`src/rtl/vx_alu_arb.sv`:
```
// vx_alu_arb: round-robin arbiter that lets NUM_REQS issue requesters share
// one registered ALU request port.
//
// Ports:
//   clk        - clock; all state updates on its rising edge
//   reset      - asynchronous active-low reset (0 = in reset)
//   req_valid  - per-requester request valid
//   req_data   - flattened payloads, requester i at [i*DATAW +: DATAW]
//   req_ready  - per-requester accept (one-hot or zero)
//   out_valid  - registered request valid toward the ALU
//   out_data   - registered payload of the granted request
//   out_sel    - index of the requester that out_data came from
//   out_ready  - ALU accept
//   stall_clr  - synchronous clear of stall_cnt
//   stall_cnt  - saturating count of output backpressure cycles
module vx_alu_arb #(
   parameter int NUM_REQS = 4,
   parameter int DATAW    = 256,
   parameter int SELW     = $clog2(NUM_REQS)
) (
   input  logic                      clk,
   input  logic                      reset,
   input  logic [NUM_REQS-1:0]       req_valid,
   input  logic [NUM_REQS*DATAW-1:0] req_data,
   output logic [NUM_REQS-1:0]       req_ready,
   output logic                      out_valid,
   output logic [DATAW-1:0]          out_data,
   output logic [SELW-1:0]           out_sel,
   input  logic                      out_ready,
   input  logic                      stall_clr,
   output logic [15:0]               stall_cnt
);

   logic [SELW-1:0] rr_ptr;
   logic [SELW-1:0] grant;
   logic [SELW-1:0] grant_next_ptr;
   logic            any_valid;
   logic            load_en;

   assign any_valid = |req_valid;
   assign load_en   = !out_valid || out_ready;

   // Scan offsets from the far end back to rr_ptr so the closest valid
   // requester (smallest cyclic offset) is the last assignment and wins.
   always_comb begin
      grant = '0;
      for (int k = NUM_REQS - 1; k >= 0; k--) begin
         logic [SELW-1:0] idx;
         idx = SELW'((int'(rr_ptr) + k) % NUM_REQS);
         if (req_valid[idx]) begin
            grant = idx;
         end
      end
   end

   // Explicit wrap keeps the pointer correct for non-power-of-two NUM_REQS.
   always_comb begin
      if (grant == SELW'(NUM_REQS - 1)) begin
         grant_next_ptr = '0;
      end else begin
         grant_next_ptr = grant + SELW'(1);
      end
   end

   // Gated with reset so no requester sees an accept while in reset.
   always_comb begin
      req_ready = '0;
      for (int i = 0; i < NUM_REQS; i++) begin
         req_ready[i] = load_en && reset && req_valid[i] && (grant == SELW'(i));
      end
   end

   always_ff @(posedge clk or negedge reset) begin
      if (!reset) begin
         out_valid <= 1'b0;
         out_data  <= '0;
         out_sel   <= '0;
         rr_ptr    <= '0;
      end else if (load_en) begin
         if (any_valid) begin
            out_valid <= 1'b1;
            out_data  <= req_data[grant*DATAW +: DATAW];
            out_sel   <= grant;
            rr_ptr    <= grant_next_ptr;
         end else begin
            out_valid <= 1'b0;
         end
      end
   end

   always_ff @(posedge clk or negedge reset) begin
      if (!reset) begin
         stall_cnt <= '0;
      end else if (stall_clr) begin
         stall_cnt <= '0;
      end else if (out_valid && !out_ready && (stall_cnt != 16'hFFFF)) begin
         stall_cnt <= stall_cnt + 16'd1;
      end
   end

endmodule

```
`config.mk`:
```
export PLATFORM = sky130hd
export DESIGN_NAME = vx_alu_arb
export DESIGN_NICKNAME = d
export VERILOG_FILES = /design/src/rtl/vx_alu_arb.sv
export SDC_FILE = /design/constraint.sdc
export NUM_CORES = 1
export LEC_CHECK = 0
export CAP_MARGIN = 20
export CORE_AREA = 2 2 517 519
export DETAILED_ROUTE_END_ITERATION = 7
export DIE_AREA = 0 0 519 521
export MAX_ROUTING_LAYER = met4
export SYNTH_ARGS = -nofsm -noshare
export SYNTH_HDL_FRONTEND = slang
export SYNTH_SLANG_ARGS = --single-unit
```
`constraint.sdc`:
```
create_clock -name clk -period 2.2 [get_ports clk]
set_input_delay 0.55 -clock clk [delete_from_list [all_inputs] [get_ports clk]]
set_output_delay 0.55 -clock clk [all_outputs]
set_load 0.01 [all_outputs]
```
==> results of run 1 <==
## area by class of cell
type	count	area, um^2
Antenna cell	247	618
Clock buffer	58	1260
Clock inverter	22	235
Fill cell	29300	221000
Inverter	2	7.51
Multi-Input combinational cell	1399	12900
Sequential cell	277	6940
Tap cell	3533	4420
Timing Repair Buffer	1622	17300
## power breakdown
group	internal (mW)	total (mW)	switching, mW	leakage, nW
Sequential	6.27	7.39	1.12	3.14
Clock	4.40	7.72	3.31	0.731
Combinational	8.07	17.0	8.90	11.5
## critical path: cells and delay by family (launching register included)
| family | cells | cell delay [ns] |
|---|---|---|
| buffers and inverters | 5 | 0.82 |
| AO/OA/AOI/OAI | 3 | 0.70 |
| flip-flops | 1 | 0.49 |
| AND/OR/NAND/NOR | 2 | 0.37 |
## registers in the layout (all words and copies together), names as in the netlist
| signal | flops |
|---|---|
| out_sel | 2 |
| rr_ptr | 2 |
| stall_cnt | 16 |
| out_valid | 1 |
| out_data | 256 |
## worst paths after layout
kind / startpoint / to / slack [ns] / depth (start not counted)
max in group asynchronous: reset / rr_ptr[0] / 1.33 / 4
worst max register to register: rr_ptr[0] / out_data[93] / -0.37 / 10
worst min-delay path: reset / out_data[0] / 0.06 / 3
worst min register to register: out_sel[1] / out_sel[1] / 0.52 / 1
min in group clk: req_valid[1] / rr_ptr[1] / 0.36 / 3
worst max-delay path: rr_ptr[0] / out_data[93] / -0.37 / 10
## cells by family (layout without fill, tap and decap cells)
group / count (synthesis) / in the layout / synth area share
mux: 258 / 258 / 0.143
simple gates: 337 / 337 / 0.0784
xor+xnor: 13 / 13 / 0.00630
buf+inv: 210 / 1704 / 0.0750
compound gates: 790 / 790 / 0.313
other cells: 0 / 247 / 0
flops: 277 / 277 / 0.384
fa+ha+maj: 1 / 1 / 0.000693
## placed cells by master (no fill, tap or decap), types with 4 or more instances in the layout
master,netlist,final
inv_6,0,5
o22ai_2,51,77
xnor2_1,13,13
a221oi_1,246,99
a221oi_2,10,117
mux2i_4,0,102
buf_4,8,164
clkdlybuf4s50_1,0,1032
a21oi_1,9,7
clkdlybuf4s15_2,0,18
o21ai_1,12,12
clkinv_2,0,6
nand3_1,7,6
nor2_1,272,271
dlygate4sd2_1,0,204
nor2_2,12,11
dfrtp_2,0,8
buf_16,0,26
mux2i_2,0,48
o21ai_0,247,246
buf_8,7,17
mux2i_1,257,107
dfrtp_1,277,269
nor3_1,6,6
nand2_1,13,13
clkbuf_8,0,11
diode_2,0,247
buf_6,7,45
clkdlybuf4s15_1,0,7
a221oi_4,0,40
clkinvlp_4,0,5
and3_4,0,4
buf_12,17,93
clkbuf_16,0,56
o22ai_1,206,178
## repair_timing
| action | 4_1_cts | 5_1_grt |
|---|---|---|
| endpoints found under the setup margin | 448 | 261 |
| endpoints found under the hold margin | 0 | 0 |
| gates cloned | 21 | 15 |
| pin swaps | 105 | 108 |
| setup buffers | 78 | 45 |
| gates resized for setup | 622 | 362 |
## through the flow
stage	area (um^2)	TNS (ns)	power, mW	hold WS, ns	setup WS, ns
2_1_floorplan	18100	0	12.3	0.254	0.00854
3_3_place_gp	36200	-190.11	20.8	0.493	-1.73
3_5_place_dp	36300	-201.25	21.0	0.507	-1.50
4_1_cts	40500	-31.37	30.8	0.0542	-0.336
5_1_grt	43700	-66.23	33.2	0.0613	-0.436
6_report	43700	-51.96	32.1	0.0573	-0.365
## routing by layer
metal,GRT usage,routed length (um),share of wire,up-vias
met1,0.182,86700,0.33,12800
met3,0.120,42500,0.16,730
met2,0.281,115000,0.44,2374
li1,-,-,-,10800
met5,-,0,0,-
met4,0.112,19400,0.074,0
==> results.yml, run 1 <==
power:
  p_leak_nw: 15.3
  powerDensity_mw_per_mm2: 734
  ir_worst_vdd_v: 0.000530
grt:
  grt_pass1_vias: 25000
  grt_pass1_wl_mm: 311
  overflow: 0
  grt_max_degree: 82
  antenna_found_initial: 351
  grt.total_usage: 0.187
route:
  drtIter0Drc: 2652
  wire_per_inst_um: 36.9
  num_vias: 26700
  drc: 0
  drt-total-wl_mm: 264
  drtAntennaViolNets: 0
  vias_per_cell: 3.73
  drtPass1Iterations: 8
synth:
  yosysMostFrequentCell: "dfrtp_1"
  syn-instance-count: 1886
  synth_top_area_share: 0.384
  synth_nets: 2919
  yosysUniqueCellTypes: 47
  synth_edf_count: 0
  yosys_warnings: 0
  async_flop_share: 1.00
  ys_top_cells_by_count: "277 x dfrtp_1, 272 x nor2_1, 257 x mux2i_1"
  synth_top_area_cell: "dfrtp_1"
  syn-mean-instance-area_um2: 9.58
  ys.flop_type: "dfrtp_1"
  ys_seq_area_frac: 0.384
  synth_area_leaders: "dfrtp_1 38%, mux2i_1 14%, a221oi_1 12%"
  ys_ff_latch: 277
  synth_area_mm2: 0.0181
clock_tree:
  hold_buffers: 0
  clock-root-buffer: "clkbuf_16"
  clock-sinks: 277
  cts_made_buffers: 43
  clock_latency_ns: 0.68
  max-clock-path-buffers: 3
  cts_tree: "yes"
  cts.clk_slew.worst_paths_ns: 0.07
  htreeDepth: 2
sta:
  finClkSkew_ns: 0.0328
  max_freq_ghz: 0.390
  setup_slack_ns: -0.365
  finalSetupViolCount: 261
  post-route-min-period_ns: 2.57
  slew_headroom: 0.539
  finalCritPeriodShare: 1.17
  tightest_slew_ns: 0.691
  rsz0062_at_grt: "yes"
  hold_viol: 0
  drv_slew: 0
placed_design:
  port_buffers: 1310
  globalplace.congestion: 1.07
  placed_cells: 6698
  hpwl_mm: 223
setup_path:
  max_stage_delay_ns: 0.49
  slowest_stage: "dfrtp_2"
  end_kind: "flip-flop"
  path_class: "flip-flop to flip-flop"
  cpMostUsedCell: "buf_16"
  worst-path-max-fanout: 22
  path_cells: "nor2b_1 > o21ai_1 > and3_4 > buf_4 > buf_12 > buf_16 > buf_16 > buf_16 > a221oi_4 > o22ai_1"
  cp.required_ns: 2.73
  critPathArrivalTime_ns: 3.10
  start_kind: "flip-flop"
layout:
  fin_cells: 7160
  fin_util: 0.165
  finalNetCount: 4378
  syn2layout_area_growth_pct: 142
  drive_gt1_frac: 0.261
status:
  status: "finished with violations"
  violations: "setup timing"
run:
  maxCapViolations: 0
hold_path:
  hold_class: "primary input to asynchronous set/reset pin"
floorplanning:
  core_area_mm2: 0.264
  ios: 1311
  dieArea_mm2: 0.270
  die_h_um: 521
  die_w_um: 519
  initial_utilization: 0.0683
  rows: 189
Power figures use the tool's default switching activity.
==> inputs of run 2 (changes only) <==
--- a/config.mk
+++ b/config.mk
@@ -6,9 +6,9 @@
 export NUM_CORES = 1
 export LEC_CHECK = 0
 export CAP_MARGIN = 20
-export CORE_AREA = 2 2 517 519
+export CORE_AREA = 2 2 516 518
 export DETAILED_ROUTE_END_ITERATION = 7
-export DIE_AREA = 0 0 519 521
+export DIE_AREA = 0 0 518 520
 export MAX_ROUTING_LAYER = met4
 export SYNTH_ARGS = -nofsm -noshare
 export SYNTH_HDL_FRONTEND = slang
==> run 2 against run 1 <==
The flow still finishes with violations (setup timing). Clock power rose by 6.9%. Count of clock-buffer cells in the layout increased by 7. Worst hold slack improved by 0.074 ns. Global-route usage up 0.31 points. Combinational power down 4%. Total power hardly changed. Critical path depth fell by 4. Wire length is 1.4% lower. Design area down 1.0%.
==> results.yml, run 2 (synthesis gave the netlist of run 1 again) <==
power:
  powerDensity_mw_per_mm2: 741
  p_leak_nw: 15.5
  ir_worst_vdd_v: 0.000569
  total_power_mw: 32.1
sta:
  rsz0062_at_grt: "yes"
  finClkSkew_ns: 0.0371
  tightest_slew_ns: 0.843
  finalSetupViolCount: 205
  max_freq_ghz: 0.410
  finalCritPeriodShare: 1.11
  drv_slew: 0
  hold_viol: 0
  slew_headroom: 0.438
  post-route-min-period_ns: 2.44
  setup_slack_ns: -0.241
  whs_ns: 0.132
floorplanning:
  die_w_um: 518
  core_area_mm2: 0.264
  ios: 1311
  die_h_um: 520
  initial_utilization: 0.0684
  dieArea_mm2: 0.269
  rows: 189
layout:
  mostFrequentLayoutCell: "clkdlybuf4s50_1"
  regMostFlops: "out_data"
  finalNetCount: 4468
  fin_cells: 7234
  finalInstanceArea_mm2: 0.0433
  nFillCells: 29500
  largest_register_ffs: 256
  syn2layout_area_growth_pct: 139
  drive_gt1_frac: 0.257
  reg_top3: "out_data (256), stall_cnt (16)"
  final_cell_mix: "1046 x clkdlybuf4s50_1, 271 x nor2_1, 258 x dfrtp_1, 243 x o21ai_0, 223 x a221oi_1"
placed_design:
  port_buffers: 1310
  placed_area_mm2: 0.0371
  placed_cells: 6824
  globalplace.congestion: 0.973
  hpwl_mm: 226
setup_path:
  start_kind: "flip-flop"
  r2r_setup_slack_ns: -0.22
  critPathArrivalTime_ns: 1.89
  r2r-start: "rr_ptr[1]"
  cp.required_ns: 1.65
  ff2ff_path_depth: 11
  reg2reg_to: "out_data[57]"
  end_kind: "output pin"
  path_class: "flip-flop to output pin"
  worst-path-max-fanout: 6
clock_tree:
  htreeDepth: 2
  cts_tree: "yes"
  clock-sinks: 277
  hold_buffers: 0
  max-clock-path-buffers: 3
  cts.clk_slew.worst_paths_ns: 0.07
  cts_made_buffers: 48
  clock-root-buffer: "clkbuf_16"
  clock_latency_ns: 0.67
grt:
  grt_max_degree: 78
  grt_pass1_wl_mm: 315
  antenna_found_initial: 352
  overflow: 0
  grt.total_usage: 0.191
  grt_pass1_vias: 25100
status:
  violations: "setup timing"
  status: "finished with violations"
route:
  drc: 0
  drtIter0Drc: 2076
  vias_per_cell: 3.57
  drtAntennaViolNets: 0
  num_vias: 25800
  drtPass1Iterations: 5
  drt-total-wl_mm: 260
  wire_per_inst_um: 36.0
hold_path:
  hold_class: "primary input to asynchronous set/reset pin"
run:
  maxCapViolations: 0
## run 2: cell count changes in the layout (fill, tap and decap cells not counted), sizes merged, moves of 2 or more
cell and delta:
clkdlybuf4s15 -17, dlymetal6s2s +8, clkinv -2, inv -3
buf +88, clkdlybuf4s50 +14, diode -14
## run 2: area by class of cell
class                   count  area [um^2]  area share
clock inverters            18          221     0.00512
well taps                3533         4420       0.102
flip-flops and latches    277         6960       0.161
inverters                   2         7.51    0.000174
diodes                    233          583      0.0135
multi-input cells        1399        12000       0.277
clock buffers              65         1380      0.0318
repair buffers           1707        17700       0.409
## run 2: how the worst max path moves through the flow
stage	start	end	slack, ns	depth (start not counted)
2_1_floorplan	req_valid[2]	req_ready[1]	0.009	8
3_3_place_gp	req_valid[3]	out_data[41]	-1.11	10
3_5_place_dp	req_valid[3]	out_data[41]	-1.13	10
4_1_cts	rr_ptr[0]	req_ready[2]	-0.32	6
5_1_grt	rr_ptr[0]	req_ready[2]	-0.32	6
6_report	rr_ptr[0]	req_ready[2]	-0.24	6
## run 2: per-layer routing
| metal | vias to the layer above | track usage | wire length [um] |
|---|---|---|---|
| met5 | - | - | 0 |
| met4 | 0 | 0.0718 | 12100 |
| met3 | 439 | 0.124 | 39400 |
| met2 | 1835 | 0.293 | 115000 |
| met1 | 12600 | 0.193 | 93500 |
| li1 | 10900 | - | - |
## run 2: repair_timing
item                                    in CTS  in global routing
pin swaps                                  160                104
gates resized for setup                    616                238
endpoints found under the setup margin     459                267
cloned                                      15                  3
setup buffers                               68                 29
## run 2: power by group
group / switching [mW] / internal, mW / leakage [nW] / total (mW)
registers: 1.15 / 6.28 / 3.13 / 7.43
clock network: 3.44 / 4.82 / 0.773 / 8.25
logic: 8.12 / 8.27 / 11.6 / 16.4
total: 12.7 / 19.4 / 15.5 / 32.1
## run 2: critical path, cell delays in order (launching register included)
cell and delay [ns]:
dfrtp_2 0.47, buf_6 0.15, a21o_1 0.15, a21oi_2 0.13, o21ai_2 0.07, nor2_1 0.10
buf_2 0.14
## run 2: through the flow
stage	utilization	setup slack [ns]	TNS (ns)
5_1_grt	0.164	-0.318	-37.57
4_1_cts	0.157	-0.317	-33.55
3_3_place_gp	0.141	-1.11	-200.98
6_report	0.164	-0.241	-15.61
2_1_floorplan	-	0.00854	0
3_5_place_dp	0.141	-1.13	-203.64
